### config.mk
export PLATFORM = sky130hd
export DESIGN_NAME = ifetch_axi_master
export DESIGN_NICKNAME = d
export VERILOG_FILES = /design/src/rtl/ifetch_axi_master_pkg.sv /design/src/rtl/ifetch_buf.sv /design/src/rtl/ifetch_axi_master.sv
export SDC_FILE = /design/constraint.sdc
export NUM_CORES = 1
export LEC_CHECK = 0
export ABC_AREA = 1
export CAP_MARGIN = 5
export CORE_MARGIN = 4
export CORE_UTILIZATION = 30
export CTS_BUF_LIST = sky130_fd_sc_hd__clkbuf_8 sky130_fd_sc_hd__clkbuf_16
export DETAILED_ROUTE_END_ITERATION = 10
export DONT_BUFFER_PORTS = 1
export PLACE_DENSITY_LB_ADDON = 0.2
export SETUP_SLACK_MARGIN = 0.1
export SYNTH_ARGS = -nofsm -noshare
export SYNTH_HDL_FRONTEND = slang
export SYNTH_HIERARCHICAL = 1
export SYNTH_SLANG_ARGS = --single-unit
### constraint.sdc
create_clock -name clk -period 2.7 [get_ports clk]
set_input_delay 0.405 -clock clk [delete_from_list [all_inputs] [get_ports clk]]
set_output_delay 0.405 -clock clk [all_outputs]
set_load 0.005 [all_outputs]
### src/rtl/ifetch_axi_master_pkg.sv
// Shared types and AXI constants for the instruction-fetch read initiator.
// Optional watchdog is enabled by defining FETCH_TIMEOUT_EN.
package ifetch_axi_master_pkg;

  localparam int XLEN = 32;

  localparam logic [1:0] BURST_FIXED = 2'b00;
  localparam logic [2:0] SIZE_4B     = 3'd2;
  localparam logic [7:0] LEN_1BEAT   = 8'd0;
  localparam logic [1:0] RESP_OKAY   = 2'd0;

  typedef enum logic [1:0] {
    S_IDLE = 2'd0,
    S_ADDR = 2'd1,
    S_DATA = 2'd2,
    S_DROP = 2'd3
  } state_e;

endpackage

### src/rtl/ifetch_buf.sv
// Circular instruction buffer with wrapping pointers and same-edge flush.
// The head entry is presented combinationally from storage.
module ifetch_buf
  import ifetch_axi_master_pkg::*;
#(
  parameter int W     = 65,
  parameter int DEPTH = 2
) (
  input  logic                     clk,
  input  logic                     rst_n,
  input  logic                     push_i,
  input  logic [W-1:0]             wdata_i,
  input  logic                     pop_i,
  input  logic                     flush_i,
  output logic [W-1:0]             head_o,
  output logic                     empty_o,
  output logic [$clog2(DEPTH):0]   count_o
);

  localparam int AW = $clog2(DEPTH);

  logic [W-1:0] mem_q [DEPTH];
  logic [AW:0]  wr_q;
  logic [AW:0]  rd_q;
  logic         full;
  logic         do_pop;
  logic         do_push;

  assign count_o = wr_q - rd_q;
  assign empty_o = (count_o == '0);
  assign full    = (count_o == (AW+1)'(DEPTH));
  assign do_pop  = pop_i & !empty_o;
  // a pop frees the slot first, so a full buffer can still take a push
  assign do_push = push_i & (!full | do_pop);
  assign head_o  = mem_q[rd_q[AW-1:0]];

  always_ff @(posedge clk or negedge rst_n) begin
    if (!rst_n) begin
      wr_q <= '0;
      rd_q <= '0;
      for (int i = 0; i < DEPTH; i++) mem_q[i] <= '0;
    end else if (flush_i) begin
      wr_q <= '0;
      rd_q <= '0;
    end else begin
      if (do_push) begin
        mem_q[wr_q[AW-1:0]] <= wdata_i;
        wr_q <= wr_q + 1'b1;
      end
      if (do_pop) rd_q <= rd_q + 1'b1;
    end
  end

endmodule

### src/rtl/ifetch_axi_master.sv
// Single-outstanding AXI read initiator feeding decode through ifetch_buf.
// Define FETCH_TIMEOUT_EN to add the DATA-phase watchdog.
module ifetch_axi_master
  import ifetch_axi_master_pkg::*;
#(
  parameter int WIDTH       = XLEN,
  parameter int BUF_DEPTH   = 2,
  parameter int TIMEOUT_CYC = 255
) (
  input  logic             clk,
  input  logic             rst_n,
  input  logic             req_valid,
  input  logic [WIDTH-1:0] req_pc,
  output logic             req_ready,
  input  logic             flush,
  output logic             arvalid,
  output logic [WIDTH-1:0] araddr,
  output logic [1:0]       arburst,
  output logic [2:0]       arsize,
  output logic [7:0]       arlen,
  input  logic             arready,
  input  logic             rvalid,
  input  logic [WIDTH-1:0] rdata,
  input  logic             rlast,
  input  logic [1:0]       rresp,
  output logic             rready,
  output logic             out_valid,
  output logic [WIDTH-1:0] out_pc,
  output logic [WIDTH-1:0] out_instr,
  output logic             out_err,
  input  logic             out_ready
);

  localparam int  EW     = 2*WIDTH + 1;
  localparam int  CW     = $clog2(BUF_DEPTH) + 1;
  localparam bit  CFG_OK = (BUF_DEPTH >= 2) && (TIMEOUT_CYC > 0);

  state_e           state_q, state_d;
  logic [WIDTH-1:0] pc_q, pc_d;
  logic [WIDTH-1:0] araddr_q, araddr_d;
  logic             drop_q, drop_d;

  logic             push;
  logic             pop;
  logic [EW-1:0]    push_data;
  logic [EW-1:0]    head;
  logic             empty;
  logic [CW-1:0]    occ;
  logic [CW:0]      credit;
  logic             inflight;
  logic             accept;
  logic             to_hit;

  assign arburst = BURST_FIXED;
  assign arsize  = SIZE_4B;
  assign arlen   = LEN_1BEAT;
  assign araddr  = araddr_q;

  assign inflight  = (state_q == S_ADDR) | (state_q == S_DATA);
  assign credit    = {1'b0, occ} + {{CW{1'b0}}, inflight};
  assign req_ready = rst_n & CFG_OK & (state_q == S_IDLE)
                   & (credit < (CW+1)'(BUF_DEPTH)) & !flush;
  assign accept    = req_valid & req_ready;

`ifdef FETCH_TIMEOUT_EN
  localparam int TW = ($clog2(TIMEOUT_CYC+1) > 8) ? $clog2(TIMEOUT_CYC+1) : 8;
  logic [TW-1:0] tmr_q, tmr_d;

  // fires in the TIMEOUT_CYC-th cycle spent in DATA
  assign to_hit = (state_q == S_DATA) & (tmr_q >= TW'(TIMEOUT_CYC-1));

  always_comb begin
    tmr_d = tmr_q;
    if (state_d != state_q) tmr_d = '0;
    else if (inflight && tmr_q != '1) tmr_d = tmr_q + 1'b1;
  end

  always_ff @(posedge clk or negedge rst_n) begin
    if (!rst_n) tmr_q <= '0;
    else        tmr_q <= tmr_d;
  end
`else
  assign to_hit = 1'b0;
`endif

  always_ff @(posedge clk or negedge rst_n) begin
    if (!rst_n) begin
      state_q  <= S_IDLE;
      pc_q     <= '0;
      araddr_q <= '0;
      drop_q   <= 1'b0;
    end else begin
      state_q  <= state_d;
      pc_q     <= pc_d;
      araddr_q <= araddr_d;
      drop_q   <= drop_d;
    end
  end

  always_comb begin
    state_d  = state_q;
    pc_d     = pc_q;
    araddr_d = araddr_q;
    drop_d   = drop_q;
    unique case (state_q)
      S_IDLE: if (accept) begin
        state_d  = S_ADDR;
        pc_d     = req_pc;
        araddr_d = {2'b00, req_pc[WIDTH-1:2]};
        drop_d   = 1'b0;
      end
      S_ADDR: begin
        // address stays up across a flush; the beat is dropped later
        if (flush) drop_d = 1'b1;
        if (arready) state_d = (drop_q | flush) ? S_DROP : S_DATA;
      end
      S_DATA: begin
        if (rvalid)               state_d = S_IDLE;
        else if (flush || to_hit) state_d = S_DROP;
      end
      S_DROP: if (rvalid) state_d = S_IDLE;
      default: state_d = S_IDLE;
    endcase
  end

  always_comb begin
    arvalid   = (state_q == S_ADDR);
    rready    = (state_q == S_DATA) | (state_q == S_DROP);
    push      = 1'b0;
    push_data = {pc_q, rdata, (rresp != RESP_OKAY) | !rlast};
    if (state_q == S_DATA && !flush) begin
      if (rvalid) begin
        push = 1'b1;
      end else if (to_hit) begin
        push      = 1'b1;
        push_data = {pc_q, {WIDTH{1'b0}}, 1'b1};
      end
    end
  end

  assign pop = !empty & out_ready & !flush;

  ifetch_buf #(
    .W     (EW),
    .DEPTH (BUF_DEPTH)
  ) u_buf (
    .clk     (clk),
    .rst_n   (rst_n),
    .push_i  (push),
    .wdata_i (push_data),
    .pop_i   (pop),
    .flush_i (flush),
    .head_o  (head),
    .empty_o (empty),
    .count_o (occ)
  );

  assign out_valid = !empty;
  assign {out_pc, out_instr, out_err} = head;

endmodule

# Word-level counts from Yosys, hierarchy flattened
# Index checks and enable logic that the tools add are counted.
# W data, S select, Z words.
# word_totals
regBits	199
in_bits	74
out_inout_bits	114
elab_cells	79
# op_classes
addsub	4
order_cmp	4
n_eq_ne	9
mux	22
bitwise_logic	16
n_reduce_logical	16
# op_table
operator	count
$mux W65	4
$bwmux W130	1
$demux W65 S1	1
$mux W2	9
$and A1 B1 Y1	8
$pmux W2 S4	1
$reduce_bool A2 Y1	4
$eq A2 B2 Y1 const B	3
$ne A2 B2 Y1 const B	3
$mux W1	5
$or A1 B1 Y1	5
$add A2 B1 Y2 const B	2
$ge A2 B2 Y1 const B	2
$logic_not A1 Y1	4
$logic_not A2 Y1	2
$not A1 Y2	2
$reduce_and A2 Y1	2
$reduce_and A4 Y1	1
$add A2 B1 Y3	1
$lt A3 B2 Y1 const B	1
$ne A3 B3 Y1 const B	1
$reduce_and A3 Y1	1
$eq A2 B1 Y1 const B	1
$logic_and A1 B1 Y1	2
other kinds (5)	5

# Depth between registers and ports, before layout
# Gate-level depths: netlist (run 1).
# logic_depth
depth_word	10
ltp_mapped	14
ltp_nobuf	12

# Hierarchy
# Netlist (run 1), hierarchy kept.
# by_module_without_submodules
mod	n_inst	cells_each	area_each_um2	seq_area_each_um2
ifetch_buf	1	833	6463.7	3353.2
ifetch_axi_master	1	234	2023.2	875.8

# Worst setup path after synthesis (run 1)
# OpenSTA, ideal clock, no wires.
# synth_timing
path_type	register -> register
start	register u_buf.wr_q[0]
end	register u_buf/mem_q[55] in the netlist's numbering
setup_time_ns	0.117
t_arrival_ns	1.816
required_time_ns	2.583
slack_ns	0.767
stages_incl_launch_ff	15
n_path_buf	2
period_less_slack_ns	1.933
cell_sequence	dfrtp_1 -> inv_2 -> ha_1 -> nand3_1 -> inv_1 -> inv_1 -> nand2_1 -> nor2_1 -> nor2_1 -> nand3_4 -> nand3_2 -> buf_6 -> buf_4 -> nand2_1 -> nand2_1
# synth_between
elab_chain_cells	9
elab_cells_between_ends	18
cone_classes	1 x add/sub; 2 x order compare; 1 x eq/ne; 3 x mux; 6 x bitwise; 5 x reduce/logical
# synth_rtl
element	line	rtl
from (decl)	ifetch_buf.sv:23	logic [AW:0] wr_q;
from (signal assigned)	ifetch_buf.sv:48	wr_q <= wr_q + 1'b1;
$sub A2 B2 Y2	ifetch_buf.sv:29	assign count_o = wr_q - rd_q;
$logic_not A2 Y1	ifetch_buf.sv:30	assign empty_o = (count_o == '0);
named net empty	ifetch_axi_master.sv:47	logic empty;
$logic_not A1 Y1	n/a	
named net out_valid	ifetch_axi_master.sv:27	output logic out_valid,
$and A1 B1 Y1 (2 in a row)	ifetch_axi_master.sv:141	assign pop = !empty & out_ready & !flush;
named net pop	ifetch_axi_master.sv:44	logic pop;
$and A1 B1 Y1	ifetch_buf.sv:32	assign do_pop = pop_i & !empty_o;
$or A1 B1 Y1	ifetch_buf.sv:34	assign do_push = push_i & (!full | do_pop);
$and A1 B1 Y1	ifetch_buf.sv:34	
$reduce_and A2 Y1 (no source line)	n/a	
to (signal, indexed assignment)	ifetch_buf.sv:47	mem_q[wr_q[AW-1:0]] <= wdata_i;
to (decl)	ifetch_buf.sv:22	logic [W-1:0] mem_q [DEPTH];
# The timed path passes the listed nets, and every way through them passes these cells.
# A chain may end at the register's enable or synchronous reset.

# Worst setup path after layout (run 1)
# layout_timing
start	register u_buf.wr_q[0]
end	register u_buf/mem_q[29] in the netlist's numbering
# layout_between
elab_chain_cells	9
elab_cells_between_ends	18
cone_classes	1 x add/sub; 2 x order compare; 1 x eq/ne; 3 x mux; 6 x bitwise; 5 x reduce/logical
# layout_rtl
element	line
$sub A2 B2 Y2	ifetch_buf.sv:29
$logic_not A2 Y1	ifetch_buf.sv:30
named net empty	ifetch_axi_master.sv:47
$logic_not A1 Y1	ifetch_axi_master.sv:141
$and A1 B1 Y1 (2 in a row)	ifetch_axi_master.sv:141
named net pop	ifetch_axi_master.sv:44
$and A1 B1 Y1	ifetch_buf.sv:32
$or A1 B1 Y1	ifetch_buf.sv:34
$and A1 B1 Y1	ifetch_buf.sv:34
$reduce_and A2 Y1 (no source line)	n/a
# The timed path passes the listed nets, and every way through them passes these cells.

==> key figures, run 1 <==
Worst setup path
  • Worst setup EP type: flip-flop
  • RR Startpoint: u_buf/wr_q[0]
  • Critical path fanouts, max: 26
  • Critical Path RT: 3000 ps
  • Critical path data arrival time: 2690 ps
  • Setup CP Type: flip-flop to flip-flop
  • CP startpoint: u_buf/wr_q[0]
  • CP Launch Type: flip-flop

Floorplanning
  • Die footprint: 31,000 µm²
  • Initial core utilization: 30.5%
  • Die Wd: 176 µm
  • Ports: 188
  • Die Y: 176 µm
  • Core Rows: 61
  • Core area: 27,900 µm²

Run
  • Total of max-cap violations: 0

Place
  • Dpl hpwl: 14,100 µm
  • Final GP Congestion: 0.725
  • Inst Count DP: 1,346
  • I/O Buffers: 0
  • Pre-CTS setup slack: 295 ps

Power and ir drop
  • Worst VDD drop: 0.341 mV
  • Pwr Density: 919 nW/µm²
  • Total Power: 8.25 mW
  • P_leak: 4.86 nW

Synthesis
  • Distinct cells, synth: 28
  • Post-Synthesis Cells: 1,067
  • Register area share after synthesis: 49.8%
  • Yosys synthesis warning count: 6
  • Cell accounting for the most synthesized area: dfrtp_1
  • Syn avg cell area: 7.95 µm²
  • Top cells by area, synth: dfrtp_1, nand2_1, nand4_1
  • Asr flop ratio synth: 100%
  • Number of synthesized flops with an enable pin: 0
  • Area fraction of the dominant cell type after synthesis: 49.8%
  • Most used DFF post-synth: dfrtp_1
  • Cell area after synthesis: 8490 µm²
  • #FFs+latches synth: 169

Finish
  • Fill cells: 2,984
  • Area delta synth->final: 5.76%
  • Storage cell area: 4230 µm²
  • Layout cells sized above 1: 6.11%
  • Nets: 1,067
  • Commonest non-fill, non-tap cell in the layout: nand2_1
  • Fin util: 32.2%
  • Commonest non-fill, non-tap cells in the layout: nand2_1, dfrtp_1, nand4_1, nand3_1, clkbuf_16
  • Diodes inserted: 0
  • Final Non-Filler Cells: 1,377
  • Area of the multi-input gates: 3450 µm²

Detailed routing
  • WL/cell: 17.8 µm
  • Pre-antenna DRT Iters: 4
  • Routed Antenna Nets: 0
  • Remaining DRCs: 0
  • Via count: 6,574
  • Via/cell ratio: 4.77
  • Total Wirelength: 24,500 µm
  • Iteration-0 DRC Markers: 457

STA
  • Worst Skew: 15.6 ps
  • Min Hold Slack: -313 ps
  • Final WS setup: 311 ps
  • Min Tclk post-route: 2390 ps
  • Final hold vios: 169
  • RSZ-0062 raised after global routing: no
  • Period utilization: 88.5%
  • Max-slew violation count: 0
  • Setup TNS: 0 ps
  • Worst slew pin tran: 868 ps
  • Relative slew slack: 42.1%
  • Fmax: 0.419 GHz
  • Final Setup Violations: 0

Global route
  • Total GRT Usage: 15.9%
  • Vias in the first global route: 6,482
  • Largest net degree at the start of global routing: 171
  • Initial antenna violation count: 0
  • First-pass GRT wire length: 39,100 µm
  • Overflow left after global routing: 0

Worst hold path
  • Hold Path Class: primary input to async pin

Clocking
  • # H-tree levels: 4
  • TritonCTS clock tree: built
  • Skew-Pair Late Insertion Delay: 420 ps
  • Clock Sinks: 169
  • Clock transition at path regs: 70 ps
  • Clk buf depth: 2
  • Setup Buffers After CTS: 0
  • CTS root buf: clkbuf_16
  • CTS Buf Count: 17

Run status
  • Failing checks: negative hold slack
  • Outcome: finished, violations left
timing repair:
action | in CTS | in global routing
endpoints found under the setup margin | 0 | 50
endpoints found under the hold margin | 169 | 169
resized for setup | 0 | 1
cell usage after synthesis (2+ instances only):
| library cell | number |
|---|---|
| dfrtp_1 | 169 |
| nand3_1 | 38 |
| nand3_2 | 2 |
| conb_1 | 2 |
| o21ai_0 | 2 |
| nand2_1 | 548 |
| inv_2 | 2 |
| buf_8 | 4 |
| ha_1 | 6 |
| inv_1 | 16 |
| clkbuf_1 | 17 |
| buf_6 | 9 |
| buf_1 | 12 |
| nand4_1 | 133 |
| nor2_1 | 10 |
| nand2_4 | 2 |
| buf_4 | 53 |
| buf_2 | 32 |
layer usage:
| metal | track usage [%] | wire, µm |
|---|---|---|
| met3 | 4.11 | 1600 |
| met4 | 3.51 | 169 |
| met1 | 22.2 | 11400 |
| met2 | 25.0 | 11300 |
| met5 | 0 | 0 |
cell families (layout without fill, tap and decap cells):
| kind of cell | count (synthesis) | after routing | share of synthesized area (%) |
|---|---|---|---|
| simple gates | 741 | 741 | 38.4 |
| flops | 169 | 169 | 49.8 |
| buf+inv | 145 | 64 | 10.6 |
| fa+ha+maj | 6 | 6 | 0.885 |
| compound gates | 3 | 3 | 0.177 |
| other cells | 2 | 15 | 0.0885 |
| xor+xnor | 1 | 1 | 0.103 |
report_power, final:
group / switching (mW) / internal (mW) / total (mW)
Combinational: 1.16 / 0.620 / 1.78
Clock: 1.08 / 1.36 / 2.44
Sequential: 0.684 / 3.35 / 4.03
registers in the layout, indices dropped and copies added (netlist names):
name         cells
state_q          2
u_buf/wr_q       2
u_buf/rd_q       2
u_buf/mem_q    130
pc_q            32
drop_q           1
worst max-delay path: stages, from the launching register on:
cell and delay, ps:
dfrtp_1 430, inv_2 80, ha_1 310, nand3_1 140, inv_1 60, inv_1 60, nand2_1 50, nor2_1 200
nor2_1 130, nand3_4 120, nand3_4 290, buf_12 290, nand2_1 70, nand2_1 40
through the flow:
step | hold slack, ps | area (µm²)
2_1_floorplan | 109 | 8540
4_1_cts | -348 | 8970
3_5_place_dp | 119 | 8390
6_report | -313 | 8980
3_3_place_gp | 116 | 8390
5_1_grt | -354 | 8980
final cells by class:
cell class	instances	area share, %
inverters	18	0.753
multi-input cells	766	38.4
clock inverters	11	1.27
repair buffers	15	1.99
flip-flops and latches	169	47.1
well taps	378	5.27
clock buffers	20	5.20
worst paths after layout:
path	to	slack, ps	cells past startpoint
worst max-delay path	u_buf/mem_q[29]	310	13
worst min-delay path	u_buf/mem_q[73]	-310	0
worst max register to register	u_buf/mem_q[29]	310	13
worst min register to register	u_buf/mem_q[88]	470	2
max in group asynchronous	u_buf/mem_q[31]	2590	0
min in group clk	pc_q[7]	120	2
Note: power is estimated with default switching activity, not from simulation.
==> run 2: changes to the inputs <==
--- a/config.mk
+++ b/config.mk
@@ -5,9 +5,7 @@
 export SDC_FILE = /design/constraint.sdc
 export NUM_CORES = 1
 export LEC_CHECK = 0
-export ABC_AREA = 1
 export CAP_MARGIN = 5
-export CORE_MARGIN = 4
 export CORE_UTILIZATION = 30
 export CTS_BUF_LIST = sky130_fd_sc_hd__clkbuf_8 sky130_fd_sc_hd__clkbuf_16
 export DETAILED_ROUTE_END_ITERATION = 10
==> run 2 against run 1 <==
  * The flow still finishes with violations (negative hold slack)
  * First-iteration DRC count fell by 72%
  * Design area fell by 3.4%
  * Sequential share of layout area grew 1.7 points
  * Combinational power is essentially flat
  * Critical path depth is 11 lower
  * Utilization grew 1.1 points
  * Global-route usage fell by 3.9 points
  * Hold slack got worse by 7.3 ps
  * Setup slack lost 74 ps
  * Non-clock buffer count down 3
  * Wire length fell by 35%
  * Power down 0.78%
==> key figures, run 2 <==
Run status
  • Outcome: finished, violations left
  • Failing checks: negative hold slack

Power and ir drop
  • P_leak: 4.03 nW (-17%)
  • Pwr Density: 945 nW/µm² (+2.8%)
  • Total Power: 8.19 mW (-0.78%)
  • Worst VDD drop: 0.393 mV (+15%)

Clocking
  • Clk buf depth: 2 (unchanged)
  • CTS Buf Count: 17 (unchanged)
  • Skew-Pair Late Insertion Delay: 430 ps (about the same)
  • Clock Sinks: 169 (unchanged)
  • Setup Buffers After CTS: 0 (unchanged)
  • CTS root buf: clkbuf_16
  • Clock transition at path regs: 70 ps (about the same)
  • # H-tree levels: 4 (unchanged)
  • TritonCTS clock tree: built

Detailed routing
  • Routed Antenna Nets: 0 (unchanged)
  • Via/cell ratio: 4.61 (-3.5%)
  • WL/cell: 18.6 µm (+4.8%)
  • Total Wirelength: 15,800 µm (-35%)
  • Via count: 3,916 (-40%)
  • Iteration-0 DRC Markers: 130 (-72%)
  • Remaining DRCs: 0 (unchanged)
  • Pre-antenna DRT Iters: 4 (unchanged)

Finish
  • Biggest regs: u_buf/mem_q (130), pc_q (32)
  • Layout cells sized above 1: 54.8% (+49 points)
  • Commonest non-fill, non-tap cells in the layout: mux2_2, dfrtp_1, mux2_4, clkbuf_16, conb_1
  • Largest Register: u_buf/mem_q
  • Fin util: 33.4% (+1.1 points)
  • Nets: 582 (-45%)
  • Area delta synth->final: 9.21%
  • Diodes inserted: 0 (unchanged)
  • Commonest non-fill, non-tap cell in the layout: mux2_2
  • Max reg flops: 130 (unchanged)

Synthesis
  • Register area share after synthesis: 53.3% (+3.5 points)
  • Post-Synthesis Cells: 528 (-51%)
  • Top cells by area, synth: dfrtp_1, mux2_2, mux2_4
  • Yosys synthesis warning count: 6 (unchanged)
  • Most common cell in the synthesized netlist: mux2_2
  • Asr flop ratio synth: 100% (unchanged)
  • Distinct cells, synth: 39 (+39%)
  • Cell area after synthesis: 7940 µm² (-6.5%)
  • Synth cell count leaders: mux2_2, dfrtp_1, mux2_4
  • Most used DFF post-synth: dfrtp_1
  • Syn avg cell area: 15.0 µm² (+89%)
  • Area fraction of the dominant cell type after synthesis: 53.3% (+3.5 points)
  • #FFs+latches synth: 169 (unchanged)
  • Number of synthesized flops with an enable pin: 0 (unchanged)
  • Cell accounting for the most synthesized area: dfrtp_1

STA
  • Fmax: 0.406 GHz (-3.0%)
  • Setup TNS: 0 ps (unchanged)
  • Relative slew slack: 31.0% (-11 points)
  • Min Hold Slack: -321 ps (-7.29 ps)
  • Final Setup Violations: 0 (unchanged)
  • Min Tclk post-route: 2460 ps (+73.7 ps)
  • Worst slew pin tran: 1040 ps (+168 ps)
  • Max-slew violation count: 0 (unchanged)
  • Period utilization: 91.2% (+2.7 points)
  • Final hold vios: 169 (unchanged)
  • Worst Skew: 16.7 ps (+1.11 ps)
  • RSZ-0062 raised after global routing: no

Floorplanning
  • Initial core utilization: 30.5% (+0.077 points)
  • Core Rows: 59 (-3.3%)
  • Core area: 26,000 µm² (-6.7%)
  • Die Y: 165 µm (-6.6%)
  • Die Wd: 165 µm (-6.6%)
  • Die footprint: 27,100 µm² (-13%)
  • Ports: 188 (unchanged)

Worst setup path
  • Flop2flop setup slack: 270 ps (-40 ps)
  • Worst setup EP type: primary output
  • RR Startpoint: u_buf/wr_q[0]
  • R2r worst-path depth: 8 (-5)
  • Buf+Inv Stages, Crit Path: 1 (-3)
  • CP max-delay cell: buf_4
  • Reg-to-reg critical path endpoint: u_buf/mem_q[3]
  • CP Launch Type: flip-flop
  • Family with the most delay on the worst path: buffers and inverters
  • Critical path data arrival time: 2060 ps (-630 ps)
  • Cell chain of the critical path: buf_4 -> mux2_2
  • Setup CP Type: flip-flop to primary output
  • Critical Path RT: 2300 ps (-700 ps)
  • Slowest stage delay, CP: 790 ps (+360 ps)
  • WP depth: 2 (-11)
  • Critical path fanouts, max: 69 (+170%)

Global route
  • Initial antenna violation count: 1 (+1)
  • Overflow left after global routing: 0 (unchanged)
  • Total GRT Usage: 12.0% (-3.9 points)
  • First-pass GRT wire length: 24,700 µm (-37%)
  • Vias in the first global route: 4,299 (-34%)
  • Largest net degree at the start of global routing: 171 (unchanged)

Place
  • I/O Buffers: 0 (unchanged)
  • Dpl hpwl: 10,000 µm (-29%)
  • Final GP Congestion: 0.695 (-4.1%)

Worst hold path
  • Hold Path Class: primary input to async pin

Run
  • Total of max-cap violations: 0 (unchanged)
==> run 2: cell types whose count changed after synthesis, sizes merged, moves of 3 or more <==
cell / change
mux2: +228
nor2b: +3
nand3: -40
inv: -9
a21oi: +3
nand4: -133
nor2: -8
nand2: -547
buf: -46
clkbuf: -11
==> run 2: routing by layer <==
layer	GRT usage, %	wire length (µm)	vias to the layer above
met2	18.2	7020	127
met1	15.4	7230	2023
met4	3.17	113	2
met5	0	10	-
met3	5.63	1450	8
li1	-	-	1756
==> run 2: final cells by class <==
class                   count  area (µm²)
clock buffers              17         425
clock inverters            15         175
repair buffers             12         153
well taps                 335         419
flip-flops and latches    169        4230
inverters                   9        33.8
multi-input cells         293        3230
fillers                  2518       17300
==> run 2: what timing repair did <==
action / 4_1_cts / 5_1_grt
endpoints found under the hold margin: 169 / 169
setup endpoints to repair: 1 / 65
gates resized for setup: 1 / 1
==> run 2: how the worst max path moves through the flow <==
stage                      end     startpoint  slack, ps
5_1_grt        u_buf/mem_q[10]  u_buf/wr_q[0]        120
2_1_floorplan  u_buf/mem_q[14]  u_buf/wr_q[0]        320
6_report         out_instr[27]  u_buf/rd_q[0]        240
4_1_cts         u_buf/mem_q[3]  u_buf/wr_q[0]        160
3_3_place_gp   u_buf/mem_q[11]  u_buf/wr_q[0]        280
3_5_place_dp    u_buf/mem_q[9]  u_buf/wr_q[0]        130
==> run 2: logic make-up (layout without fill, tap and decap cells) <==
| family | after synthesis | count (layout) | share of synthesized area (%) |
|---|---|---|---|
| adder cells (fa/ha/maj) | 6 | 6 | 0.946 |
| other | 2 | 15 | 0.0946 |
| XOR/XNOR | 2 | 2 | 0.315 |
| AND/OR/NAND/NOR | 24 | 24 | 1.92 |
| flip-flops | 169 | 169 | 53.3 |
| AO/OA/AOI/OAI | 17 | 17 | 1.62 |
| buffers and inverters | 79 | 53 | 6.97 |
| multiplexers | 229 | 229 | 34.8 |
==> run 2: where the power goes <==
group          internal, mW  total, mW  switching, mW
registers              3.34       3.90          0.568
logic                  1.10       1.81          0.703
clock network          1.33       2.47           1.15
total                  5.77       8.19           2.42
==> run 2: metrics by stage <==
stage,area (µm²),instances,setup WS (ps)
floorplan,7990,541,319
global placement,8060,818,277
detailed placement,8060,818,132
CTS,8660,850,163
global route,8670,850,115
finish,8670,850,237
==> run 3: changes to the inputs <==
--- a/config.mk
+++ b/config.mk
@@ -6,7 +6,7 @@
 export NUM_CORES = 1
 export LEC_CHECK = 0
 export CAP_MARGIN = 5
-export CORE_UTILIZATION = 30
+export CORE_UTILIZATION = 45
 export CTS_BUF_LIST = sky130_fd_sc_hd__clkbuf_8 sky130_fd_sc_hd__clkbuf_16
 export DETAILED_ROUTE_END_ITERATION = 10
 export DONT_BUFFER_PORTS = 1
==> run 3 against run 2 <==
  * The run still ends with negative hold slack left
  * Maximum frequency down 0.52%
  * Combinational power hardly changed
  * Register-to-register slack lost 50 ps
  * Highest routed layer is now met4
  * Setup slack got worse by 13 ps
  * Wire length down 4.3%
  * Non-clock buffer count grew 1
  * Largest cell class unchanged
  * Hold slack worse by 4.9 ps
  * Largest power group unchanged
  * Count of clock-buffer cells in the layout is 4 higher
  * First-iteration DRC count rose by 19%
  * Clock skew is 9.1 ps lower
==> key figures, run 3 (same netlist as run 2, synthesis figures left out) <==
Floorplanning
  • Die Wd: 135 µm (-18%)
  • Initial core utilization: 46.0% (+16 points)
  • Die Y: 135 µm (-18%)
  • Core Rows: 48 (-19%)
  • Ports: 188 (unchanged)
  • Die footprint: 18,200 µm² (-33%)
  • Core area: 17,200 µm² (-34%)

STA
  • Final Setup Violations: 0 (unchanged)
  • Min Tclk post-route: 2480 ps (+12.9 ps)
  • Final WS setup: 224 ps (-12.9 ps)
  • Relative slew slack: 33.9% (+2.9 points)
  • Worst slew pin tran: 992 ps (-43.7 ps)
  • Min Hold Slack: -325 ps (-4.87 ps)
  • Max-slew violation count: 0 (unchanged)
  • Setup TNS: 0 ps (unchanged)
  • Period utilization: 91.7% (+0.48 points)
  • RSZ-0062 raised after global routing: no
  • Fmax: 0.404 GHz (-0.52%)
  • Final hold vios: 169 (unchanged)
  • Worst Skew: 7.61 ps (-9.07 ps)

Detailed routing
  • Remaining DRCs: 0 (unchanged)
  • Iteration-0 DRC Markers: 155 (+19%)
  • WL/cell: 20.4 µm (+9.6%)
  • Total Wirelength: 15,100 µm (-4.3%)
  • Pre-antenna DRT Iters: 4 (unchanged)
  • Via count: 4,003 (+2.2%)
  • Via/cell ratio: 5.39 (+17%)
  • Routed Antenna Nets: 0 (unchanged)

Worst setup path
  • Slowest stage delay, CP: 400 ps (-390 ps)
  • Flop2flop setup slack: 220 ps (-50 ps)
  • Critical path data arrival time: 2780 ps (+720 ps)
  • R2r worst-path depth: 10 (+2)
  • Critical Path RT: 3000 ps (+700 ps)
  • CP Launch Type: flip-flop
  • CP max-delay cell: dfrtp_1
  • RR Startpoint: u_buf/wr_q[0]
  • Cell chain of the critical path: inv_1 -> ha_4 -> and2_1 -> nor3b_2 -> nand2b_1 -> buf_4 -> o2111ai_4 -> buf_12 -> clkbuf_16 -> mux2_2
  • Setup CP Type: flip-flop to flip-flop
  • CP startpoint: u_buf/wr_q[0]
  • Critical path fanouts, max: 16 (-77%)
  • Worst setup EP type: flip-flop
  • Reg-to-reg critical path endpoint: u_buf/mem_q[122]

Run status
  • Failing checks: negative hold slack
  • Outcome: finished, violations left

Clocking
  • Clock Sinks: 169 (unchanged)
  • CTS Buf Count: 17 (unchanged)
  • # H-tree levels: 4 (unchanged)
  • TritonCTS clock tree: built
  • CTS root buf: clkbuf_16
  • Skew-Pair Late Insertion Delay: 420 ps (about the same)
  • Clk buf depth: 2 (unchanged)
  • Clock transition at path regs: 60 ps (about the same)

Global route
  • Overflow left after global routing: 0 (unchanged)
  • First-pass GRT wire length: 23,900 µm (-3.1%)
  • Vias in the first global route: 4,316 (+0.40%)
  • Initial antenna violation count: 1 (unchanged)
  • Total GRT Usage: 17.2% (+5.2 points)
  • Largest net degree at the start of global routing: 171 (unchanged)

Finish
  • Final Instance Area: 8560 µm² (-1.3%)
  • Commonest non-fill, non-tap cell in the layout: mux2_2
  • Commonest non-fill, non-tap cells in the layout: mux2_2, dfrtp_1, mux2_4, clkbuf_16, conb_1
  • Biggest regs: u_buf/mem_q (130), pc_q (32)
  • Largest Register: u_buf/mem_q
  • Area delta synth->final: 7.82%
  • Final Non-Filler Cells: 742 (-13%)
  • Layout cells sized above 1: 54.7% (-0.11 points)
  • Nets: 583 (+0.17%)
  • Max reg flops: 130 (unchanged)
  • Fin util: 49.6% (+16 points)
  • Fill cells: 1,498 (-41%)

Power and ir drop
  • Pwr Density: 932 nW/µm² (-1.4%)
  • Total Power: 7.97 mW (-2.6%)
  • P_leak: 4.04 nW (+0.41%)
  • Worst VDD drop: 0.470 mV (+20%)

Place
  • Dpl hpwl: 9260 µm (-7.4%)
  • Inst Count DP: 706 (-14%)
  • DP Area: 7910 µm² (-1.9%)
  • Final GP Congestion: 0.772 (+11%)
  • I/O Buffers: 0 (unchanged)
  • Pre-CTS setup slack: 134 ps (+1.51 ps)

Worst hold path
  • Hold Path Class: primary input to async pin

Run
  • Total of max-cap violations: 0 (unchanged)
## run 3: changes by cell type in the layout (fill, tap and decap cells not counted), sizes merged
cell and change:
clkbuf +6, inv -6, clkinvlp +3, buf -1, bufinv -1, diode +1
## run 3: worst max-delay path by stage
stage	end	cells past startpoint
after floorplan	u_buf/mem_q[14]	9
after global placement	u_buf/mem_q[12]	8
after detailed placement	u_buf/mem_q[7]	8
after CTS	u_buf/mem_q[0]	8
after global routing	u_buf/mem_q[128]	10
final	u_buf/mem_q[122]	10
## run 3: final cells by class
type	instances	area, µm²	share of cell area, %
Multi-Input combinational cell	293	3240	37.9
Antenna cell	1	2.50	0.0292
Timing Repair Buffer	13	215	2.51
Sequential cell	169	4230	49.4
Clock inverter	11	72.6	0.848
Inverter	9	33.8	0.395
Clock buffer	21	480	5.61
Tap cell	225	282	3.29
## run 3: what timing repair did
item	in CTS	in global routing
setup endpoints to repair	0	130
hold endpoints to repair	169	169
gates resized for setup	0	3
buffers inserted	0	1
## run 3: power by group
part	switching [mW]	internal [mW]	total, mW
Clock	0.992	1.27	2.26
Sequential	0.566	3.34	3.91
Combinational	0.686	1.12	1.80
## run 3: critical path: cells and delay by family (launching register included)
| kind | cells | cell delay [ps] |
|---|---|---|
| buffers and inverters | 4 | 680 |
| DFF | 1 | 400 |
| muxes | 1 | 340 |
| adders and majority gates | 1 | 310 |
| AOI/OAI and AO/OA | 1 | 220 |
| and+or+nand+nor | 3 | 400 |
## run 3: metal layers
layer | vias to the layer above | part of all wire (%) | global-route usage [%]
met5 | - | 0 | 0
met3 | 21 | 8.0 | 6.46
met4 | 0 | 2.0 | 7.05
met1 | 2097 | 42 | 21.3
li1 | 1758 | - | -
met2 | 127 | 48 | 27.3
